**src/rtl/counter_pkg.sv**
```systemverilog
// Shared types for the counter library: FSM states, control priority and datapath selects.
// The control decode puts load ahead of stop, and stop ahead of start.
package counter_pkg;

  localparam int DEFAULT_WIDTH = 4;

  typedef enum logic [1:0] {
    IDLE = 2'd0,
    RUN  = 2'd1,
    HOLD = 2'd2,
    DONE = 2'd3
  } state_e;

  typedef enum logic [1:0] {
    CTRL_NONE  = 2'd0,
    CTRL_START = 2'd1,
    CTRL_STOP  = 2'd2,
    CTRL_LOAD  = 2'd3
  } ctrl_e;

  typedef enum logic [1:0] {
    SEL_HOLD   = 2'd0,
    SEL_DEC    = 2'd1,
    SEL_LOAD   = 2'd2,
    SEL_RELOAD = 2'd3
  } sel_e;

  function automatic ctrl_e decode_ctrl(input logic load, input logic stop, input logic start);
    ctrl_e ctrl;
    if (load)       ctrl = CTRL_LOAD;
    else if (stop)  ctrl = CTRL_STOP;
    else if (start) ctrl = CTRL_START;
    else            ctrl = CTRL_NONE;
    return ctrl;
  endfunction

endpackage

```
**src/rtl/down_counter_fsm.sv**
```systemverilog
// Control FSM for the down counter: sequences load, run, pause and completion and
// tells the datapath whether to hold, decrement, load or reload the count.
module down_counter_fsm
  import counter_pkg::*;
(
  input  logic       clk,
  input  logic       reset,
  input  logic       load,
  input  logic       start,
  input  logic       stop,
  input  logic       auto_reload,
  input  logic       q_zero,
  input  logic       q_one,
  input  logic       reload_nz,
  output logic [1:0] state,
  output logic       busy,
  output logic       done,
  output logic [1:0] sel
);

  state_e state_q, state_d;
  logic   busy_q, busy_d;
  logic   done_q, done_d;
  sel_e   sel_d;
  ctrl_e  ctrl;
  logic   can_reload;

  always_comb begin
    ctrl       = decode_ctrl(load, stop, start);
    can_reload = auto_reload && reload_nz;
    state_d    = state_q;
    busy_d     = busy_q;
    done_d     = done_q;
    sel_d      = SEL_HOLD;

    if (ctrl == CTRL_LOAD) begin
      state_d = IDLE;
      busy_d  = 1'b0;
      done_d  = 1'b0;
      sel_d   = SEL_LOAD;
    end else begin
      case (state_q)
        IDLE, DONE: begin
          if (ctrl == CTRL_START && !q_zero) begin
            state_d = RUN;
            busy_d  = 1'b1;
            done_d  = 1'b0;
          end
        end
        RUN: begin
          // The zero state in RUN only exists between tc and the reload edge.
          if (ctrl == CTRL_STOP) begin
            state_d = HOLD;
          end else if (q_zero) begin
            if (can_reload) begin
              sel_d = SEL_RELOAD;
            end else begin
              state_d = DONE;
              busy_d  = 1'b0;
              done_d  = 1'b1;
            end
          end else begin
            sel_d = SEL_DEC;
            if (q_one && !can_reload) begin
              state_d = DONE;
              busy_d  = 1'b0;
              done_d  = 1'b1;
            end
          end
        end
        HOLD: begin
          if (ctrl == CTRL_START) state_d = RUN;
        end
        default: begin
          state_d = IDLE;
          busy_d  = 1'b0;
        end
      endcase
    end
  end

  always_ff @(posedge clk or negedge reset) begin
    if (!reset) begin
      state_q <= IDLE;
      busy_q  <= 1'b0;
      done_q  <= 1'b0;
    end else begin
      state_q <= state_d;
      busy_q  <= busy_d;
      done_q  <= done_d;
    end
  end

  assign state = state_q;
  assign busy  = busy_q;
  assign done  = done_q;
  assign sel   = sel_d;

endmodule

```
**src/rtl/down_counter.sv**
```systemverilog
// Loadable modulo-N down counter with start/stop, auto-reload and a one-cycle
// terminal-count pulse. Holds the count, reload value and tc flops.
module down_counter
  import counter_pkg::*;
#(
  parameter int WIDTH = DEFAULT_WIDTH
) (
  input  logic             clk,
  input  logic             reset,
  input  logic             load,
  input  logic [WIDTH-1:0] load_val,
  input  logic             start,
  input  logic             stop,
  input  logic             auto_reload,
  output logic [WIDTH-1:0] q,
  output logic             busy,
  output logic             tc,
  output logic             done
);

  logic [WIDTH-1:0] q_q, q_d;
  logic [WIDTH-1:0] reload_q, reload_d;
  logic             tc_q, tc_d;
  logic [1:0]       fsm_state;
  logic [1:0]       sel;
  logic             q_zero, q_one, reload_nz;

  assign q_zero    = (q_q == '0);
  assign q_one     = (q_q == WIDTH'(1));
  assign reload_nz = (reload_q != '0);

  down_counter_fsm u_fsm (
    .clk         (clk),
    .reset       (reset),
    .load        (load),
    .start       (start),
    .stop        (stop),
    .auto_reload (auto_reload),
    .q_zero      (q_zero),
    .q_one       (q_one),
    .reload_nz   (reload_nz),
    .state       (fsm_state),
    .busy        (busy),
    .done        (done),
    .sel         (sel)
  );

  // tc marks the decrement that lands on zero; load and hold paths never raise it.
  always_comb begin
    q_d      = q_q;
    reload_d = reload_q;
    tc_d     = 1'b0;
    case (sel)
      SEL_LOAD: begin
        q_d      = load_val;
        reload_d = load_val;
      end
      SEL_DEC: begin
        q_d  = q_q - WIDTH'(1);
        tc_d = (fsm_state == RUN) && q_one;
      end
      SEL_RELOAD: q_d = reload_q;
      default:    q_d = q_q;
    endcase
  end

  always_ff @(posedge clk or negedge reset) begin
    if (!reset) begin
      q_q      <= '0;
      reload_q <= '0;
      tc_q     <= 1'b0;
    end else begin
      q_q      <= q_d;
      reload_q <= reload_d;
      tc_q     <= tc_d;
    end
  end

  assign q  = q_q;
  assign tc = tc_q;

endmodule
```
**config.mk**
```make
export PLATFORM = sky130hd
export DESIGN_NAME = down_counter
export DESIGN_NICKNAME = d
export VERILOG_FILES = /design/src/rtl/counter_pkg.sv /design/src/rtl/down_counter_fsm.sv /design/src/rtl/down_counter.sv
export SDC_FILE = /design/constraint.sdc
export NUM_CORES = 1
export LEC_CHECK = 0
export ABC_CLOCK_PERIOD_IN_PS = 3200
export CAP_MARGIN = 40
export CORE_UTILIZATION = 25
export DETAILED_ROUTE_END_ITERATION = 10
export GPL_ROUTABILITY_DRIVEN = 0
export SLEW_MARGIN = 20
export SYNTH_ARGS = -nofsm -noshare
export SYNTH_HDL_FRONTEND = slang
export SYNTH_SLANG_ARGS = --single-unit
export TNS_END_PERCENT = 50
```
**constraint.sdc**
```tcl
create_clock -name clk -period 3.2 [get_ports clk]
set_clock_uncertainty 0.05 [all_clocks]
set_input_delay 0.48 -clock clk [delete_from_list [all_inputs] [get_ports clk]]
set_output_delay 0.48 -clock clk [all_outputs]
set_load 0.02 [all_outputs]
```
==> impl_results.md, run 1 <==
* Status: finished, final reports clean
* Critical path peak fanout at 12
* Root Driver: clkbuf_4
* Largest net degree at the start of global routing at 14
* Slew at the pin closest to its max-slew limit at 0.639 ns
* Num ports at 17
* Total grt overflow at 0
* Library cells used by synthesis at 32
* Drt pass-1 iters at 4
* FILL cells at 363
* Nets@finish at 125
* CP cell instances: clkdlybuf4s50_1 -> nand2b_1 -> a211o_1 -> mux2_1 -> nor2_1 -> a21oi_1
* Buffers on Ports at 16
* Internal power at 0.000395 W
* Final hold slack at 0.512 ns
* Worst-Skew Late Latency at 0.29 ns
* Sequential area share after synthesis at 36.8%
* Row Count at 21
* Cell count along the critical path at 6
* # setup viols final at 0
* Max Fclk at 0.431 GHz
* Via Count at 756
* Initial antenna violation count at 0
* Area contributors post-synth: dfrtp_1 37%, ha_1 8.5%, mux2_1 5.1%
* Worst-path clk slew at 0.09 ns
* CP max stage delay at 0.67 ns
* Reg2reg start: q[0]
* Worst Setup SP: load
* Antenna cells at 0
* Overall routing resource usage at 11.5%
* Post_cts resized at 0
* RSZ-0062 raised after global routing: false
* Fin crit share at 72.5%
* Met1 Use GR at 16.0%
* Comb power frac at 47.5%
* Worst Slack Setup Final at 0.882 ns
* Syn avg cell area at 9.81 um^2
* Met2 usage at 17.7%
* Die Y at 61.4 um
* Area growth from synthesis to layout at 26.5%
* Clock Tree Buf Depth at 2
* CP delay by family, top: buffers and inverters
* Worst setup SP type: input pin
* Setup TNS Final at 0 ns
* Ratio of cells with drive above 1 in the final layout at 10.2%
* Final Hold Viols at 0
* CTS Buf Count at 3
* Max-slew violations at 0
* Critical path class: input pin to flop
* Leading area contributor after synthesis: dfrtp_1
* Ys Warns at 0
* Synthesized Nets at 106
* Commonest non-fill, non-tap cell in the layout: clkdlybuf4s50_1
* Clock share of power at 16.4%
* CORE AREA at 3360 um^2
* Worst setup path endpoint: q[1]
* DR iter-0 viols at 32
* Mapped Cells at 90
* WL final at 1950 um
* Critical path's slowest cell: clkdlybuf4s50_1
* DP HPWL at 1500 um
* Die X-Extent at 61.4 um
* CTS tree: built
* DR WL/cell at 12.7 um
* First-pass GRT wire length at 3170 um
* Worst vdd ir at 0.000129 V
* Minimum clock period after layout at 2.32 ns
* Req. time, crit path at 3.29 ns
* Buf+Inv Stages, Crit Path at 1
* Clock sink count at 13
* Psw at 0.000265 W
* Hold buffer count at cts at 0
* Flop pwr share at 36.1%
* Class of the worst hold path: flop to flop
* Switching Share at 40.1%
* Max cap viols at 0
* Antenna-violating nets left at 0
* Initial Util at 26.3%
* Pwr/cell area at 591 nW/um^2
* Arrival time at the worst endpoint at 2.41 ns
* Slew HR at 57.2%
* R2R setup slack at 0.96 ns
* Path depth of the worst reg2reg path at 7
* Post-CTS setup buffer count at 0
* Share of the synthesized area in the top cell type at 36.8%
* Pre-CTS WS at 0.594 ns
* Commonest non-fill, non-tap cells in the layout: 16 x clkdlybuf4s50_1, 13 x dfrtp_1, 9 x nor2_1
* R2r endpoint: q[1]
* Vias in the first global route at 700
* P_leak at 0.440 nW
* Vias per cell at 4.91
* H-Tree Depth at 1
* Die area at 3770 um^2
* Seq cells post-synth at 13
* Busiest layer in global routing: met2
* Met3 Use GR at 1.26%
* Residual DRC count at 0
* CP Capture Type: flop
* Post-Syn Area at 883 um^2
-- power groups by stage --
stage | combinational (W) | sequential (W) | clock, W
finish | 0.000314 | 0.000238 | 0.000108
global route | 0.000353 | 0.000245 | 0.000120
CTS | 0.000317 | 0.000237 | 0.000113
detailed placement | 0.000315 | 0.000240 | 0
global placement | 0.000310 | 0.000239 | 0
floorplan | 0.000199 | 0.000257 | 0
-- cell type report --
type	count	area, um^2	share of cell area (%)
Timing Repair Buffer	16	160	14.3
Multi-Input combinational cell	68	522	46.7
Tap cell	46	57.6	5.15
Sequential cell	13	325	29.1
Inverter	7	26.3	2.35
Clock buffer	4	26.3	2.35
-- worst reg2reg max path, cell delays in order, from the launching register on --
cell     delay, ns
dfrtp_1       0.43
inv_1         0.13
ha_1          0.19
nor3b_2       0.36
a211o_1       0.41
mux2_1        0.37
nor2_1        0.09
a21oi_1       0.06
-- metal layers --
| layer | wire, um | up-vias | share of wire (%) |
|---|---|---|---|
| li1 | - | 366 | - |
| met1 | 953 | 372 | 49 |
| met2 | 939 | 15 | 48 |
| met3 | 36 | 3 | 1.8 |
| met4 | 25 | 0 | 1.3 |
| met5 | 0 | - | 0 |
-- stage by stage --
stage          util, %  total power (W)  area (um^2)  cells
2_1_floorplan        -         0.000456          883     90
3_3_place_gp      32.4         0.000549         1090    150
3_5_place_dp      32.4         0.000556         1090    150
4_1_cts           33.2         0.000667         1120    154
5_1_grt           33.2         0.000717         1120    154
6_report          33.2         0.000660         1120    154
-- cells in the mapped netlist, drive strengths merged --
master / number
o311ai: 1
o41a: 1
ha: 6
nor2: 9
nand2: 6
o21a: 1
a211o: 1
nor4: 2
or3: 1
o21ai: 3
o31a: 1
a31oi: 1
nand2b: 1
a32oi: 1
nor2b: 3
a21oi: 7
inv: 7
nor3b: 1
a221o: 2
o211ai: 3
mux2: 8
dfrtp: 13
or3b: 1
buf: 2
xnor2: 3
a31o: 1
a22oi: 1
o41ai: 1
nand3: 2
-- worst min-delay path by stage --
stage / from / end / depth (start not counted) / slack (ns)
after floorplan: reset / q[0] / 0 / 0.13
after detailed placement: u_fsm.state[0] / u_fsm.state[0] / 2 / 0.48
after global placement: u_fsm.state[0] / u_fsm.state[0] / 2 / 0.48
final: u_fsm.busy / u_fsm.busy / 2 / 0.51
after CTS: u_fsm.state[0] / u_fsm.state[0] / 2 / 0.51
after global routing: u_fsm.busy / u_fsm.busy / 2 / 0.56
-- cells by family (layout without fill, tap and decap cells) --
logic type	count (synthesis)	count (layout)	share of synthesized area, %
xor gates and xnor gates	3	3	2.98
buffers and inverters	9	27	4.11
adders and majority gates	6	6	8.50
AOI/OAI and AO/OA	25	25	21.8
muxes	8	8	10.2
DFF	13	13	36.8
and+or+nand+nor	26	26	15.6
-- flip-flops by register name, indices dropped and copies added, names as in the netlist --
register	count
q	4
reload_q	4
tc	1
u_fsm.busy	1
u_fsm.done	1
u_fsm.state	2
Note: power is estimated with default switching activity, not from simulation.
==> run 2: changes to the inputs <==
--- a/config.mk
+++ b/config.mk
@@ -5,7 +5,7 @@
 export SDC_FILE = /design/constraint.sdc
 export NUM_CORES = 1
 export LEC_CHECK = 0
-export ABC_CLOCK_PERIOD_IN_PS = 3200
+export ABC_CLOCK_PERIOD_IN_PS = 2200
 export CAP_MARGIN = 40
 export CORE_UTILIZATION = 25
 export DETAILED_ROUTE_END_ITERATION = 10
==> constraint.sdc (replaced) <==
create_clock -name clk -period 2.2 [get_ports clk]
set_clock_uncertainty 0.05 [all_clocks]
set_input_delay 0.33 -clock clk [delete_from_list [all_inputs] [get_ports clk]]
set_output_delay 0.33 -clock clk [all_outputs]
set_load 0.02 [all_outputs]
==> run 2 against run 1 <==
Effect of this change:
- critical path depth increased by 1
- power is 52% higher
- first-iteration DRC count grew 22%
- combinational power increased by 63%
- critical path type is now flop to flop
- critical endpoint is now q[0]
- largest power group unchanged
==> impl_results.md, run 2 (synthesized netlist as in run 1, its figures left out) <==
* Status: finished, final reports clean
* Critical path peak fanout at 6 (-6)
* Initial antenna violation count at 0 (unchanged)
* Residual DRC count at 0 (unchanged)
* Minimum clock period after layout at 2.01 ns
* Pwr/cell area at 845 nW/um^2 (+43%)
* Largest net degree at the start of global routing at 14 (unchanged)
* Slew at the pin closest to its max-slew limit at 0.617 ns (-0.0226 ns)
* Total grt overflow at 0 (unchanged)
* Path depth of the worst reg2reg path at 7 (unchanged)
* CP Capture Type: flop
* Critical path's slowest cell: dfrtp_1
* CP max stage delay at 0.38 ns (-0.29 ns)
* Die X-Extent at 61.4 um (unchanged)
* Die area at 3770 um^2 (unchanged)
* Area growth from synthesis to layout at 34.8%
* Final hold slack at 0.384 ns (-0.128 ns)
* Power Total at 0.00101 W (+52%)
* WL final at 1970 um (+1.0%)
* FILL cells at 352 (-3.0%)
* Root Driver: clkbuf_4
* Vias in the first global route at 750 (+7.1%)
* Commonest non-fill, non-tap cells in the layout: 16 x clkdlybuf4s50_1, 13 x dfrtp_1, 9 x nor2_1, 9 x buf_4
* Die Y at 61.4 um (unchanged)
* Worst setup SP type: flop
* Clock Tree Buf Depth at 2 (unchanged)
* Ratio of cells with drive above 1 in the final layout at 17.1% (+6.9 points)
* Final Hold Viols at 0 (unchanged)
* Initial Util at 26.3% (unchanged)
* DR iter-0 viols at 39 (+22%)
* RSZ-0062 raised after global routing: false
* Critical path class: flop to flop
* R2R setup slack at 0.19 ns (-0.77 ns)
* Final core utilization at 35.4% (+2.2 points)
* Buffers on Ports at 16 (unchanged)
* Row Count at 21 (unchanged)
* CTS Buf Count at 3 (unchanged)
* CP cell instances: inv_1 -> ha_1 -> nor3b_4 -> a211o_1 -> mux2_1 -> nor2_1 -> a21oi_1
* Vias per cell at 4.71 (-4.0%)
* Setup TNS Final at 0 ns (unchanged)
* Drt pass-1 iters at 4 (unchanged)
* Worst-Skew Late Latency at 0.27 ns (-0.02 ns)
* Dpl cells at 159 (+6.0%)
* Antenna-violating nets left at 0 (unchanged)
* Slew HR at 58.8% (+1.6 points)
* Nets@finish at 134 (+7.2%)
* Class of the worst hold path: input pin to asynchronous set/reset pin
* First-pass GRT wire length at 3170 um (unchanged)
* Overall routing resource usage at 11.2% (-0.32 points)
* R2r endpoint: q[0]
* P_leak at 0.488 nW (+11%)
* # setup viols final at 0 (unchanged)
* Reg2reg start: q[1]
* H-Tree Depth at 1 (unchanged)
* Max-slew violations at 0 (unchanged)
* Max Fclk at 0.497 GHz
* Antenna cells at 0 (unchanged)
* Worst-path clk slew at 0.09 ns (about the same)
* CORE AREA at 3360 um^2 (unchanged)
* Final cell count without fillers at 163 (+5.8%)
* Worst vdd ir at 0.000182 V (+41%)
* Num ports at 17 (unchanged)
* Max cap viols at 0 (unchanged)
* DR WL/cell at 12.1 um (-4.6%)
* CTS tree: built
* DP HPWL at 1560 um (+3.9%)
* Clock sink count at 13 (unchanged)
* Commonest non-fill, non-tap cell in the layout: clkdlybuf4s50_1
* Req. time, crit path at 2.32 ns (-0.97 ns)
* Via Count at 768 (+1.6%)
* Arrival time at the worst endpoint at 2.13 ns (-0.28 ns)
* Fin crit share at 91.5%
## run 2: final cells by class
type | count | area, um^2 | area share (%)
clock buffer | 4 | 26.3 | 2.21
inverter | 7 | 26.3 | 2.21
multi-input combinational | 68 | 528 | 44.3
sequential | 13 | 325 | 27.3
tap | 46 | 57.6 | 4.83
timing repair buffer | 25 | 228 | 19.1
## run 2: worst max-delay path: cells and delay by family (launching register included)
kind | cells | cell delay [ns]
buffers and inverters | 1 | 0.10
AOI/OAI and AO/OA | 2 | 0.38
adders and majority gates | 1 | 0.19
and+or+nand+nor | 2 | 0.44
DFF | 1 | 0.38
muxes | 1 | 0.35
## run 2: power breakdown
group          total (W)  switching [W]  internal (W)
Combinational   0.000512       0.000259      0.000253
Sequential      0.000342      0.0000502      0.000291
Clock           0.000153      0.0000825     0.0000702
Total            0.00101       0.000392      0.000615
## run 2: worst max path at each step
stage | startpoint | cells past startpoint | slack, ns | end
after floorplan | q[0] | 7 | 0.08 | u_fsm.busy
after global placement | load | 7 | 0.12 | q[2]
after detailed placement | load | 6 | 0.11 | u_fsm.busy
after CTS | q[1] | 7 | 0.13 | q[0]
after global routing | q[1] | 7 | 0.04 | q[2]
final | q[1] | 7 | 0.19 | q[0]
## run 2: through the flow
step	area, um^2	worst slack [ns]
2_1_floorplan	883	0.0829
3_3_place_gp	1160	0.124
3_5_place_dp	1160	0.114
4_1_cts	1180	0.125
5_1_grt	1190	0.0389
6_report	1190	0.187
## run 2: per-layer routing
metal,wire length (um),global-route usage [%],vias to the layer above
met1,951,14.9,357
met5,0,0,-
met2,909,18.9,29
met4,0,3.81,0
li1,-,-,382
met3,112,1.05,0
## run 2: timing repair
action | 4_1_cts | 5_1_grt
gates resized for setup | 0 | 1
setup buffers | 0 | 0
hold buffers | 0 | 0
setup endpoints to repair | 0 | 3
